<file path="src/rtl/l3_pkg.sv">
// Shared encodings and constants for the L3 command dispatcher.
// Status byte layout and the timeout marker are common to the dispatcher and its users.
package l3_pkg;

   localparam logic [2:0] ST_IDLE      = 3'd0;
   localparam logic [2:0] ST_HDR       = 3'd1;
   localparam logic [2:0] ST_ISSUE     = 3'd2;
   localparam logic [2:0] ST_WAIT_CORE = 3'd3;
   localparam logic [2:0] ST_WR_DATA   = 3'd4;
   localparam logic [2:0] ST_TX_STAT   = 3'd5;
   localparam logic [2:0] ST_TX_DATA   = 3'd6;

   localparam int HDR_LEN = 5;

   localparam logic [7:0] STATUS_TIMEOUT = 8'hFF;

   localparam logic [1:0] ERR_CMD  = 2'b01;
   localparam logic [1:0] ERR_SIZE = 2'b10;
   localparam logic [1:0] ERR_PRM  = 2'b11;

   function automatic logic [7:0] status_byte(input logic veri, input logic [1:0] err);
      return {5'b0, veri, err};
   endfunction

endpackage

</file>
<file path="src/rtl/l3_timeout_cnt.sv">
// Command watchdog: counts enabled cycles since the last clear and flags the
// cycle on which the budget of TO_CYCLES is used up.
module l3_timeout_cnt #(
   parameter int TO_CYCLES = 1048576,
   parameter int TO_W      = 21
) (
   input  logic clk,
   input  logic rst,
   input  logic clr_i,
   input  logic en_i,
   output logic expire_o
);

   logic [TO_W-1:0] cnt_q, cnt_d;

   always_comb begin
      cnt_d = cnt_q;
      if (clr_i)
         cnt_d = '0;
      else if (en_i)
         cnt_d = cnt_q + TO_W'(1);
   end

   always_ff @(posedge clk or posedge rst) begin
      if (rst)
         cnt_q <= '0;
      else
         cnt_q <= cnt_d;
   end

   // Fires on the last counted cycle so the state change lands exactly TO_CYCLES after clear.
   assign expire_o = en_i && (cnt_q == TO_W'(TO_CYCLES - 1));

endmodule

</file>
<file path="src/rtl/l3_cmd_dispatch.sv">
// L3 command initiator: parses request frames from the SPI RX stream, drives the
// ECC core command/write/read handshakes and returns status plus read-back on SPI TX.
module l3_cmd_dispatch
   import l3_pkg::*;
#(
   parameter int TO_CYCLES = 1048576,
   parameter int TO_W      = 21
) (
   input  logic        clk,
   input  logic        rst,
   input  logic        rx_valid,
   input  logic [7:0]  rx_data,
   output logic        rx_ready,
   input  logic        rx_frame,
   output logic        tx_valid,
   output logic [7:0]  tx_data,
   input  logic        tx_ready,
   input  logic        cmd_rdy,
   output logic        cmd_en,
   output logic [7:0]  cmd_op,
   output logic [15:0] wr_size,
   output logic [15:0] cmd_extend,
   input  logic        wr_open,
   output logic        wr_valid,
   output logic [7:0]  wr_data,
   output logic        rcv_done,
   input  logic        rd_open,
   output logic        rd_req,
   input  logic [7:0]  rd_data,
   input  logic        resp_done,
   input  logic        resp_veri,
   input  logic [1:0]  resp_err,
   output logic        busy
);

   logic [2:0]  state_q, state_d;
   logic [7:0]  cmd_op_q, cmd_op_d;
   logic [15:0] wr_size_q, wr_size_d;
   logic [15:0] ext_q, ext_d;
   logic [2:0]  hdr_cnt_q, hdr_cnt_d;
   logic        rd_flag_q, rd_flag_d;
   logic [15:0] cnt_q, cnt_d;
   logic [7:0]  tx_data_q, tx_data_d;
   logic        tx_valid_q, tx_valid_d;
   logic        rd_pend_q, rd_pend_d;
   logic        cmd_en_q, cmd_en_d;
   logic        rcv_done_q, rcv_done_d;
   logic        rd_req_q, rd_req_d;
   logic        to_clr, to_en, to_exp;
   logic        rx_acc, enter_stat;
   logic [7:0]  stat_val;

   l3_timeout_cnt #(.TO_CYCLES(TO_CYCLES), .TO_W(TO_W)) u_to (
      .clk      (clk),
      .rst      (rst),
      .clr_i    (to_clr),
      .en_i     (to_en),
      .expire_o (to_exp)
   );

   assign rx_ready = ~rst & ((state_q == ST_IDLE) | (state_q == ST_HDR) | (state_q == ST_WR_DATA));
   assign rx_acc   = rx_valid & rx_ready;
   assign wr_valid = (state_q == ST_WR_DATA) & rx_acc;
   assign wr_data  = wr_valid ? rx_data : 8'h00;
   // A read byte is offered straight from the core the cycle it arrives, then held locally.
   assign tx_valid = tx_valid_q | rd_pend_q;
   assign tx_data  = rd_pend_q ? rd_data : tx_data_q;
   assign cmd_en     = cmd_en_q;
   assign rcv_done   = rcv_done_q;
   assign rd_req     = rd_req_q;
   assign cmd_op     = cmd_op_q;
   assign wr_size    = wr_size_q;
   assign cmd_extend = ext_q;
   assign busy       = (state_q != ST_IDLE);

   always_comb begin
      state_d    = state_q;
      cmd_op_d   = cmd_op_q;
      wr_size_d  = wr_size_q;
      ext_d      = ext_q;
      hdr_cnt_d  = hdr_cnt_q;
      rd_flag_d  = rd_flag_q;
      cnt_d      = cnt_q;
      tx_data_d  = tx_data_q;
      tx_valid_d = tx_valid_q;
      rd_pend_d  = rd_req_q;
      cmd_en_d   = 1'b0;
      rcv_done_d = 1'b0;
      rd_req_d   = 1'b0;
      to_clr     = 1'b0;
      to_en      = 1'b0;
      enter_stat = 1'b0;
      stat_val   = STATUS_TIMEOUT;

      case (state_q)
         ST_IDLE: begin
            if (rx_acc && rx_frame) begin
               cmd_op_d  = rx_data;
               hdr_cnt_d = 3'd0;
               state_d   = ST_HDR;
            end
         end
         ST_HDR: begin
            if (!rx_frame) begin
               state_d = ST_IDLE;
            end else if (rx_acc) begin
               case (hdr_cnt_q[1:0])
                  2'd0:    wr_size_d[15:8] = rx_data;
                  2'd1:    wr_size_d[7:0]  = rx_data;
                  2'd2:    ext_d[15:8]     = rx_data;
                  default: ext_d[7:0]      = rx_data;
               endcase
               hdr_cnt_d = hdr_cnt_q + 3'd1;
               if (hdr_cnt_q == 3'(HDR_LEN - 2))
                  state_d = ST_ISSUE;
            end
         end
         ST_ISSUE: begin
            if (cmd_rdy) begin
               cmd_en_d  = 1'b1;
               to_clr    = 1'b1;
               rd_flag_d = 1'b0;
               state_d   = ST_WAIT_CORE;
            end
         end
         ST_WAIT_CORE, ST_WR_DATA: begin
            to_en = 1'b1;
            if (rd_open)
               rd_flag_d = 1'b1;
            if (resp_done) begin
               enter_stat = 1'b1;
               stat_val   = status_byte(resp_veri, resp_err);
            end else if (to_exp) begin
               enter_stat = 1'b1;
            end else if (state_q == ST_WAIT_CORE) begin
               if (wr_open) begin
                  cnt_d = 16'd0;
                  if (wr_size_q == 16'd0)
                     rcv_done_d = 1'b1;
                  else
                     state_d = ST_WR_DATA;
               end
            end else if (rx_acc) begin
               cnt_d = cnt_q + 16'd1;
               if (cnt_q + 16'd1 == wr_size_q) begin
                  rcv_done_d = 1'b1;
                  state_d    = ST_WAIT_CORE;
               end
            end
         end
         ST_TX_STAT: begin
            if (tx_ready) begin
               tx_valid_d = 1'b0;
               cnt_d      = 16'd0;
               state_d    = (rd_flag_q && tx_data_q != STATUS_TIMEOUT) ? ST_TX_DATA : ST_IDLE;
            end
         end
         ST_TX_DATA: begin
            // One read outstanding at a time: request, capture, hand off, then request again.
            if (rd_pend_q) begin
               if (!tx_ready) begin
                  tx_valid_d = 1'b1;
                  tx_data_d  = rd_data;
               end
            end else if (tx_valid_q) begin
               if (tx_ready)
                  tx_valid_d = 1'b0;
            end else if (!rd_req_q) begin
               if (cnt_q == ext_q) begin
                  state_d = ST_IDLE;
               end else begin
                  rd_req_d = 1'b1;
                  cnt_d    = cnt_q + 16'd1;
               end
            end
         end
         default: state_d = ST_IDLE;
      endcase

      if (enter_stat) begin
         state_d    = ST_TX_STAT;
         tx_valid_d = 1'b1;
         tx_data_d  = stat_val;
      end
   end

   always_ff @(posedge clk or posedge rst) begin
      if (rst) begin
         state_q    <= ST_IDLE;
         cmd_op_q   <= 8'h00;
         wr_size_q  <= 16'h0000;
         ext_q      <= 16'h0000;
         hdr_cnt_q  <= 3'd0;
         rd_flag_q  <= 1'b0;
         cnt_q      <= 16'h0000;
         tx_data_q  <= 8'h00;
         tx_valid_q <= 1'b0;
         rd_pend_q  <= 1'b0;
         cmd_en_q   <= 1'b0;
         rcv_done_q <= 1'b0;
         rd_req_q   <= 1'b0;
      end else begin
         state_q    <= state_d;
         cmd_op_q   <= cmd_op_d;
         wr_size_q  <= wr_size_d;
         ext_q      <= ext_d;
         hdr_cnt_q  <= hdr_cnt_d;
         rd_flag_q  <= rd_flag_d;
         cnt_q      <= cnt_d;
         tx_data_q  <= tx_data_d;
         tx_valid_q <= tx_valid_d;
         rd_pend_q  <= rd_pend_d;
         cmd_en_q   <= cmd_en_d;
         rcv_done_q <= rcv_done_d;
         rd_req_q   <= rd_req_d;
      end
   end

endmodule
</file>
<file path="config.mk">
export PLATFORM = sky130hd
export DESIGN_NAME = l3_cmd_dispatch
export DESIGN_NICKNAME = d
export VERILOG_FILES = /design/src/rtl/l3_pkg.sv /design/src/rtl/l3_timeout_cnt.sv /design/src/rtl/l3_cmd_dispatch.sv
export SDC_FILE = /design/constraint.sdc
export NUM_CORES = 1
export LEC_CHECK = 0
export BUFFER_PORTS_ARGS = -buffer_cell sky130_fd_sc_hd__buf_2
export CAP_MARGIN = 20
export CORE_MARGIN = 2
export CORE_UTILIZATION = 57
export CTS_CLUSTER_SIZE = 24
export DETAILED_ROUTE_END_ITERATION = 10
export MAX_ROUTING_LAYER = met4
export PLACE_DENSITY_LB_ADDON = 0.15
export SYNTH_ARGS = -nofsm -noshare
export SYNTH_HDL_FRONTEND = slang
export SYNTH_SLANG_ARGS = --single-unit
</file>
<file path="constraint.sdc">
create_clock -name clk -period 3.64 [get_ports clk]
set_input_delay 0.728 -clock clk [delete_from_list [all_inputs] [get_ports clk]]
set_output_delay 0.728 -clock clk [all_outputs]
set_load 0.005 [all_outputs]
</file>
* Word-level counts from Yosys, hierarchy flattened *
Cells that the tools add are included.

cells by class
  bitwise logic cells = 8
  mux-type cells = 74
  equal/unequal tests = 44
  $add $sub $neg = 3
  reductions and logical operators = 27

operators with widths
  operator               count
  $mux 16                10
  $mux 3                 22
  $mux 8                 8
  $pmux 16 s3            1
  $mux 21                2
  $eq 16x16->1           2
  $ne 3x3->1 const B     10
  $mux 1                 27
  $ne 4x4->1 const B     6
  $ne 2x2->1 const B     11
  $add 21x1->21 const B  1
  $eq 21x20->1 const B   1
  $reduce_and 4->1       5
  $pmux 3 s6             1
  $add 16x1->16 const B  1
  $logic_not 16->1       1
  $reduce_and 15->1      1
  $reduce_and 10->1      1
  $reduce_bool 2->1      5
  $eq 3x2->1 const B     3
  $eq 3x3->1 const B     3
  $reduce_and 3->1       3
  $reduce_bool 3->1      3
  $ne 8x8->1 const B     1
  18 further kinds       27

word-level totals
  flip-flop bits (word level) = 97
  word-level logic and storage cells = 172
  input port bits = 28
  output and inout bits = 63

* Longest topological paths before layout *
Gate-level depths: netlist of run 1.

  word-level depth = 11
  gate-level depth with buffers = 11

* Modules after synthesis *
Synthesis of run 1 repeated with hierarchy kept, for this count alone.

second synthesis, totals
  cells, all modules = 550
  area total of the unflattened synthesis = 5592.9 µm²

modules (own cells, without submodules)
  module           seq. area each (µm²)  cells each  times used  area an instance (µm²)
  l3_cmd_dispatch  1901.8                443         1           4503.1
  l3_timeout_cnt   525.5                 107         1           1089.8

* Worst setup path before layout of run 1 *
Ideal clock, no wire load.

  kind = register to register
  start = register cnt_q[0]
  end = register state_q[1]
  slack = 0.914 ns
  arrival time = 2.652 ns
  cell stages (with the launch flop) = 9
  setup time = 0.073 ns
  required time = 3.567 ns
  cells stage by stage = dfrtp_1 -> ha_1 -> nand3_1 -> nor3_2 -> xnor2_1 -> or4_1 -> or4_4 -> a211o_1 -> a21oi_2

on the way
  longest elaborated chain between the ends = 4

RTL lines
  item                                  RTL line                source
  start, declared                       l3_cmd_dispatch.sv:42   logic [15:0] cnt_q, cnt_d;
  start signal, assigned                l3_cmd_dispatch.sv:209  cnt_q <= cnt_d;
  $add 16x1->16                         l3_cmd_dispatch.sv:145  if (cnt_q + 16'd1 == wr_size_q) begin
  $eq 16x16->1                          l3_cmd_dispatch.sv:145
  $ne 4x4->1 (no source line)           --
  $reduce_and 15->1 (no source line) *  --
  end signal, assigned                  l3_cmd_dispatch.sv:203  state_q <= state_d;
  end, declared                         l3_cmd_dispatch.sv:36   logic [2:0] state_q, state_d;

Mark *: on every way between the ends. The rest lies on a longest branch, timed or not.
A chain may end at the register's enable or synchronous reset.

* Worst setup path after layout of run 1 *
  start = register state_q[2]
  end = register cnt_q[15]

on the way
  longest elaborated chain between the ends = 7

RTL lines
  item                                           RTL line               source
  $eq 3x1->1 or $logic_not 3->1 (tied branches)  l3_cmd_dispatch.sv:61  assign rx_ready = ~rst & ((state_q == ST_IDLE) | (state_q == ST_HDR) | (state_q == ST_WR_DATA));
  $or 1x1->1 (2 in series)                       l3_cmd_dispatch.sv:61
  $and 1x1->1                                    l3_cmd_dispatch.sv:61
  $and 1x1->1                                    l3_cmd_dispatch.sv:62  assign rx_acc = rx_valid & rx_ready;
  $ne 3x3->1 (no source line)                    --
  $reduce_and 10->1 (no source line)             --

Parallel ways exist; a longest one is shown, timed or not. The select of a mux whose other input is x is not followed.

==> metrics.cfg, run 1 <==
[status]
status = complete, no violations

[setup_path]
worstPathArrival_ps = 3470
slowest_delay_ps = 420
crit_start = state_q[2]
criticalPathCategory = flop to flop
critPathSlowestCell = or2_1
crit_fanout = 18
cp.required_ps = 3910
critPathCaptureType = flop
crit_path_start_kind = flop
reg2reg_from = state_q[2]
worst_path_most_repeated_cell = buf_4
crit_chain = buf_4, and3b_1, or2_2, nand2_1, o21ai_2, or3_1, buf_4, or2_1, o41ai_1

[clocking]
cts_tree = done
cts-htree-levels = 3
cts_setup_buffers = 0
clkLatencyLatePin_ps = 380
holdBufCountCts = 0
cts_resized = 0
cts-buffers-inserted = 9
clk_pin_slew_ps = 120
cts_num_sinks = 97
cts_root_buf = clkbuf_8
clk_path_buf_depth = 2

[synth]
synth_cells = 555
synth_area_leader_cell = dfrtp_1
seq_area_frac_synth_pct = 44.0
yosys_most_used_dff = dfrtp_1
synth_most_common_cell = dfrtp_1
synthesis.nets = 591
synth_top_cells_by_area = dfrtp_1 44%, mux2_2 9.8%, xor2_1 5.6%
ys_types = 60
yosys_warnings = 0
synth_common_cells = 97 x dfrtp_1, 48 x mux2_2, 46 x nand2_1, 41 x o21ai_0, 35 x xor2_1
syn_area_per_cell_um2 = 9.94
synthArstFlopShare_pct = 100
synth_edf_count = 0
ys_seq_elements = 97
netlist_area_um2 = 5520
synth_top_cell_area_share_pct = 44.0

[sta]
fin_skew_ps = 15.6
max_freq_mhz = 312
slew_headroom_pct = 46.5
fin_tns_setup_ps = 0
grt_setup_unrepaired = no
drv_slew = 0
hold_violations = 0
tightest_slew_ps = 803
setup_violations = 0
fin_crit_ps = 3210
period_share_pct = 88.1

[global_routing]
use_met3_pct = 4.31
grt_pass1_vias = 4298
grt_usage_pct = 28.0
antenna_found_initial = 0
grt_pass1_wl_mm = 21.9
busiest_layer = met2
use_met2_pct = 42.5
grt_max_degree = 68
grt_use_met1_pct = 39.7
grt-ovfl-total = 0

[min_path]
min_from = rd_req
hold_path.class = flop to flop

[power_and_ir_drop]
p_leak_nw = 3.06
peakVddDrop_uv = 370
p_per_area_nw_per_um2 = 749

[placed_design]
numPortBuffers = 90
place_inst = 752
dp_hpwl_mm = 10.2
routabilityCongestion = 0.999

[layout]
insertedDiodeCount = 0
drive_gt1_share_pct = 27.5
stdcell_count = 768
nets = 670
multi_input_area_um2 = 2910
regArea_um2 = 2430
fillerInstances = 766
syn_to_final_growth_pct = 13.4

[floorplan]
rows = 35
dieArea_um2 = 10500
core_um2 = 9330
ioPinCount = 91
die_y_um = 102
initial_utilization_pct = 59.2
die_width_um = 102

[detailed_routing]
wire_per_inst_um = 17.9
vias = 4586
ant_nets = 0
drtIter0Drc = 235
via_per_inst = 5.97
wl_mm = 13.8
dr.pass1.iters = 5
drc = 0

[job]
maxCapViolCount = 0

registers in the layout, summed over array words and instances (netlist names):
| signal | count |
|---|---|
| u_to.cnt_q | 21 |
| cmd_extend | 16 |
| cnt_q | 16 |
| wr_size | 16 |
| cmd_op | 8 |
| tx_data_q | 8 |
| hdr_cnt_q | 3 |
| state_q | 3 |
| cmd_en | 1 |
| rcv_done | 1 |
| rd_flag_q | 1 |
| rd_pend_q | 1 |
| rd_req | 1 |
| tx_valid_q | 1 |
cell families (layout without fill, tap and decap cells):
| logic type | count (synthesis) | after routing | synth area share, % |
|---|---|---|---|
| simple gates | 210 | 210 | 21.4 |
| flops | 97 | 97 | 44.0 |
| fa+ha+maj | 8 | 8 | 1.81 |
| xor+xnor | 57 | 57 | 9.05 |
| compound gates | 91 | 91 | 10.3 |
| buf+inv | 42 | 126 | 3.29 |
| mux | 50 | 50 | 10.2 |
final cells by class:
cell class,count,area share [%]
Clock inverter,7,1.12
Multi-Input combinational cell,416,46.5
Timing Repair Buffer,100,8.40
Clock buffer,9,1.98
Inverter,10,0.640
Tap cell,129,2.58
Sequential cell,97,38.8
metrics by stage:
stage	hold WS [ps]	setup WS, ps	cell area [µm²]	power, mW	util, %
floorplan	416	378	5520	3.24	-
global placement	403	600	6060	3.90	65.0
detailed placement	416	516	6060	3.98	65.0
CTS	440	468	6260	4.68	67.1
global route	469	213	6260	5.01	67.1
finish	436	434	6260	4.69	67.1
placed cells by master (no fill, tap or decap), types with 3 or more instances in the layout:
master,netlist,layout
buf_4,1,10
nor3b_1,3,3
o22ai_1,5,5
xnor2_1,22,22
or3_1,6,6
and4_1,6,6
nor3_1,5,5
buf_2,10,90
xor2_1,35,35
o31ai_1,6,6
nand3b_1,5,5
mux2_2,48,48
nand2b_1,9,9
clkbuf_8,0,9
nor4_1,13,13
or4_1,4,4
nand3_1,22,22
dfrtp_1,97,97
nand4_1,10,10
a31oi_1,6,6
a21oi_1,9,9
inv_1,10,9
o21ai_0,41,41
ha_1,8,8
nor2_1,34,34
nor2b_1,9,9
inv_6,0,3
nand2_1,46,46
o41ai_1,5,5
and2_1,7,7
and3_1,15,15
a211oi_1,4,4
critical path, delay by kind of cell, from the launching register on:
family                 cells  cell delay, ps
AOI/OAI and AO/OA          2             600
DFF                        1             340
and+or+nand+nor            5            1750
buffers and inverters      2             390
final timing paths:
check	cells after the start	endpoint	slack [ps]
max	9	cnt_q[15]	430
min	0	rd_pend_q	440
max reg2reg	9	cnt_q[15]	430
min reg2reg	0	rd_pend_q	440
max in group asynchronous	3	wr_size[9]	2350
min in group asynchronous	2	rd_pend_q	510
power by group:
part	leakage, nW	switching, mW	total, mW	internal [mW]
logic	1.68	1.08	2.04	0.966
registers	1.27	0.464	1.94	1.47
clock network	0.101	0.437	0.708	0.271
total	3.06	1.98	4.69	2.71
per-layer routing:
layer | share of wire, % | vias to the layer above
li1 | - | 2154
met3 | 5.3 | 13
met5 | 0 | -
met2 | 47 | 145
met1 | 46 | 2274
met4 | 1.0 | 0
(Power assumes the default switching activity.)
==> run 2: changes to the inputs <==
==> constraint.sdc (replaced) <==
create_clock -name clk -period 3.4 [get_ports clk]
set_input_delay 0.68 -clock clk [delete_from_list [all_inputs] [get_ports clk]]
set_output_delay 0.68 -clock clk [all_outputs]
set_load 0.005 [all_outputs]
==> run 2 against run 1 <==
Flip-flop and latch count unchanged. Setup slack worse by 120 ps. Largest cell class unchanged. Critical path type unchanged. Final cell count shrank 0.13%. Fmax rose by 3.9%.
==> metrics.cfg, run 2 (synthesized netlist as in run 1, its figures left out) <==
[status]
status = complete, no violations

[sta]
fin_skew_ps = 15.4
drv_slew = 0
hold_violations = 0
slew_headroom_pct = 57.2
fin_crit_ps = 3090
setup_violations = 0
fin_tns_setup_ps = 0
max_freq_mhz = 324
tightest_slew_ps = 640
worst_slack_ps = 313
grt_setup_unrepaired = no
period_share_pct = 90.8

[detailed_routing]
dr.pass1.iters = 4
drc = 0
via_per_inst = 5.97
wl_mm = 14.0
wire_per_inst_um = 18.2
ant_nets = 0
vias = 4577
drtIter0Drc = 226

[setup_path]
criticalPathCategory = flop to flop
worst-path-buf-inv = 0
crit_fanout = 8
r2r_setup_slack_ps = 310
crit_chain = ha_1, nand3_1, nor3_2, xnor2_1, or4_1, or4_4, a211o_1, a21oi_2
path_delay_family = simple AND/OR/NAND/NOR gates
critPathCaptureType = flop
slowest_delay_ps = 530
cp.required_ps = 3700
worstPathArrival_ps = 3390
crit_path_start_kind = flop
critPathSlowestCell = dfrtp_1

[floorplan]
ioPinCount = 91
die_width_um = 102
die_y_um = 102
rows = 35
dieArea_um2 = 10500
core_um2 = 9330
initial_utilization_pct = 59.2

[clocking]
cts_num_sinks = 97
cts_resized = 0
cts_root_buf = clkbuf_8
clk_pin_slew_ps = 110
cts_setup_buffers = 0
cts_tree = done
clk_path_buf_depth = 2
clkLatencyLatePin_ps = 370
cts-htree-levels = 3
cts-buffers-inserted = 9
holdBufCountCts = 0

[power_and_ir_drop]
p_leak_nw = 3.06
p_per_area_nw_per_um2 = 815
peakVddDrop_uv = 467
power_mw = 5.13

[global_routing]
grt_pass1_vias = 4472
grt_usage_pct = 29.1
busiest_layer = met2
antenna_found_initial = 0
grt_use_met1_pct = 41.3
use_met2_pct = 42.9
grt-ovfl-total = 0
grt_pass1_wl_mm = 22.8
grt_max_degree = 72
use_met3_pct = 4.86

[job]
maxCapViolCount = 0

[layout]
insertedDiodeCount = 0
largest_reg_flops = 21
final_common_cell = dfrtp_1
top_register = u_to.cnt_q
stdcell_count = 767
drive_gt1_share_pct = 27.4
nets = 670
layout_common_cells = 97 x dfrtp_1, 90 x buf_2, 48 x mux2_2
utilization_pct = 67.5
syn_to_final_growth_pct = 14.0

[min_path]
hold_path.class = input port to asynchronous set/reset pin

[placed_design]
place_inst = 752
dp_hpwl_mm = 10.2
routabilityCongestion = 0.986
post-place-ws_ps = 377
numPortBuffers = 90

==> run 2: cell count changes in the layout (fill, tap and decap cells not counted), sizes merged <==
cell      before  now
clkinvlp       0    3
bufinv         0    2
inv           15   11
clkinv         2    0
==> run 2: layout make-up <==
class,count,area [µm²]
Clock buffer,9,124
Clock inverter,6,91.3
Fill cell,779,3040
Inverter,10,40.0
Multi-Input combinational cell,416,2910
Sequential cell,97,2430
Tap cell,129,161
Timing Repair Buffer,100,538
==> run 2: power by group <==
part | switching, mW | internal, mW | total (mW)
clock network | 0.427 | 0.413 | 0.840
logic | 1.16 | 1.04 | 2.20
registers | 0.505 | 1.58 | 2.08
total | 2.10 | 3.03 | 5.13
==> run 2: routing by layer <==
metal	vias up	wire length (µm)
met5	-	0
met4	0	277
met3	25	615
met2	129	6420
met1	2270	6670
li1	2153	-
==> run 2: worst paths after layout <==
check	from	end	cells after the start
min	rst	rd_pend_q	2
max reg2reg	cnt_q[0]	state_q[1]	8
max	cnt_q[0]	state_q[1]	8
max in group asynchronous	rst	cmd_extend[3]	3
min reg2reg	rd_req	rd_pend_q	0
min in group clk	rd_req	rd_pend_q	0
==> run 2: worst reg2reg max path: cells and delay by family, from the launching register on <==
| kind | cells | cell delay [ps] |
|---|---|---|
| fa+ha+maj | 1 | 340 |
| compound gates | 2 | 420 |
| simple gates | 4 | 1580 |
| xor+xnor | 1 | 140 |
| flops | 1 | 530 |
==> run 2: stage by stage <==
| stage | area (µm²) | hold slack, ps |
|---|---|---|
| global placement | 6080 | 410 |
| finish | 6290 | 304 |
| global route | 6290 | 316 |
| CTS | 6290 | 305 |
| floorplan | 5520 | 416 |
| detailed placement | 6080 | 409 |
==> run 3: changes to the inputs <==
--- a/config.mk
+++ b/config.mk
@@ -11,7 +11,6 @@
 export CORE_UTILIZATION = 57
 export CTS_CLUSTER_SIZE = 24
 export DETAILED_ROUTE_END_ITERATION = 10
-export MAX_ROUTING_LAYER = met4
 export PLACE_DENSITY_LB_ADDON = 0.15
 export SYNTH_ARGS = -nofsm -noshare
 export SYNTH_HDL_FRONTEND = slang
==> run 3 against run 2 <==
Sequential power is essentially flat. Count of clock-buffer cells in the layout unchanged. Combinational power about the same. Wire length fell by 1.5%. Design area down 0.42%. Fmax rose by 1.5%. Non-clock buffer count did not move. Largest cell class unchanged.
==> metrics.cfg, run 3 (synthesized netlist as in run 1, its figures left out) <==
[status]
status = complete, no violations

[layout]
utilization_pct = 67.2
layout_common_cells = 97 x dfrtp_1, 90 x buf_2, 48 x mux2_2
top_register = u_to.cnt_q
final_common_cell = dfrtp_1
largest_reg_flops = 21
stdcell_count = 768
nets = 670
drive_gt1_share_pct = 27.5
final_area_um2 = 6270
insertedDiodeCount = 0
syn_to_final_growth_pct = 13.5

[detailed_routing]
dr.pass1.iters = 5
via_per_inst = 5.89
vias = 4522
drc = 0
drtIter0Drc = 212
wl_mm = 13.8
ant_nets = 0
wire_per_inst_um = 17.9

[clocking]
cts-htree-levels = 3
cts_setup_buffers = 0
clk_path_buf_depth = 2
cts_resized = 0
clk_pin_slew_ps = 110
cts_tree = done
cts_num_sinks = 97
holdBufCountCts = 0
cts_root_buf = clkbuf_8
clkLatencyLatePin_ps = 370
cts-buffers-inserted = 9

[sta]
max_freq_mhz = 329
fin_skew_ps = 19.5
worst_slack_ps = 360
hold_violations = 0
tightest_slew_ps = 605
slew_headroom_pct = 59.6
fin_crit_ps = 3040
grt_setup_unrepaired = no
hold-worst-slack_ps = 296
period_share_pct = 89.4
setup_violations = 0
drv_slew = 0
fin_tns_setup_ps = 0

[setup_path]
crit_path_start_kind = flop
worst-path-buf-inv = 0
worstPathArrival_ps = 3330
slowest_delay_ps = 540
critPathSlowestCell = dfrtp_1
cp.required_ps = 3690
criticalPathCategory = flop to flop
crit_fanout = 8
crit_chain = ha_1, nand3_1, nor3_2, xnor2_1, or4_1, or4_4, a211o_1, a21oi_2
path_delay_family = simple AND/OR/NAND/NOR gates
critPathCaptureType = flop
crit_start = cnt_q[0]
reg2reg_from = cnt_q[0]

[floorplan]
initial_utilization_pct = 59.2
rows = 35
core_um2 = 9330
die_width_um = 102
die_y_um = 102
dieArea_um2 = 10500
ioPinCount = 91

[power_and_ir_drop]
pwr-share-seq_pct = 41.4
clkPwrFrac_pct = 14.6
p_leak_nw = 3.06
p_sw_share_pct = 42.2
power_frac_comb_pct = 44.0
internal-power_mw = 2.90
p_per_area_nw_per_um2 = 800
power_mw = 5.01
peakVddDrop_uv = 441
p_switching_mw = 2.11

[global_routing]
grt_pass1_vias = 4328
grt_max_degree = 72
grt_usage_pct = 27.4
grt_pass1_wl_mm = 22.2
grt-ovfl-total = 0
antenna_found_initial = 0

[min_path]
hold_path.class = input port to asynchronous set/reset pin

[placed_design]
routabilityCongestion = 0.957
numPortBuffers = 90
placed_cell_area_um2 = 6080
place_inst = 752
post-place-ws_ps = 413
dp_hpwl_mm = 10.1

[job]
maxCapViolCount = 0

run 3: cell types whose count changed in the layout (fill, tap and decap cells not counted):
cell        before  now
clkinv_4         0    3
clkinvlp_4       3    0
bufinv_16        2    0
clkinv_2         0    1
clkinv_8         0    1
inv_6            1    2
run 3: final cells by class:
class / count / area, µm²
Timing Repair Buffer: 100 / 538
Fill cell: 755 / 3060
Clock buffer: 9 / 124
Sequential cell: 97 / 2430
Inverter: 10 / 40.0
Clock inverter: 7 / 65.1
Multi-Input combinational cell: 416 / 2910
Tap cell: 129 / 161
run 3: power by group through the flow:
stage          sequential (mW)  clock (mW)  combinational, mW
6_report                  2.08       0.733               2.20
5_1_grt                   2.13       0.791               2.44
4_1_cts                   2.06       0.748               2.20
3_5_place_dp              2.09           0               2.19
3_3_place_gp              2.06           0               2.14
2_1_floorplan             1.94           0               1.53
run 3: path summary, 6_finish.rpt:
| check | to | slack, ps | cells after the start |
|---|---|---|---|
| worst max-delay path | state_q[1] | 360 | 8 |
| worst min-delay path | rd_req | 300 | 2 |
| worst max register to register | state_q[1] | 360 | 8 |
| worst min register to register | rd_pend_q | 440 | 0 |
| max in group asynchronous | u_to.cnt_q[16] | 2410 | 3 |
| min in group clk | rd_pend_q | 440 | 0 |
run 3: worst reg2reg max path, delay by kind of cell (launching register included):
kind	cells	cell delay [ps]
AO/OA/AOI/OAI	2	420
XOR/XNOR	1	130
adder cells (fa/ha/maj)	1	350
flip-flops	1	540
AND/OR/NAND/NOR	4	1540
run 3: layer usage:
| metal | vias to the layer above | GRT usage, % | part of all wire [%] | wire [µm] |
|---|---|---|---|---|
| met2 | 128 | 41.8 | 47 | 6450 |
| met5 | - | 0 | 0 | 0 |
| met4 | 0 | 5.33 | 1.0 | 142 |
| li1 | 2154 | - | - | - |
| met1 | 2224 | 41.0 | 47 | 6480 |
| met3 | 16 | 5.54 | 5.1 | 701 |
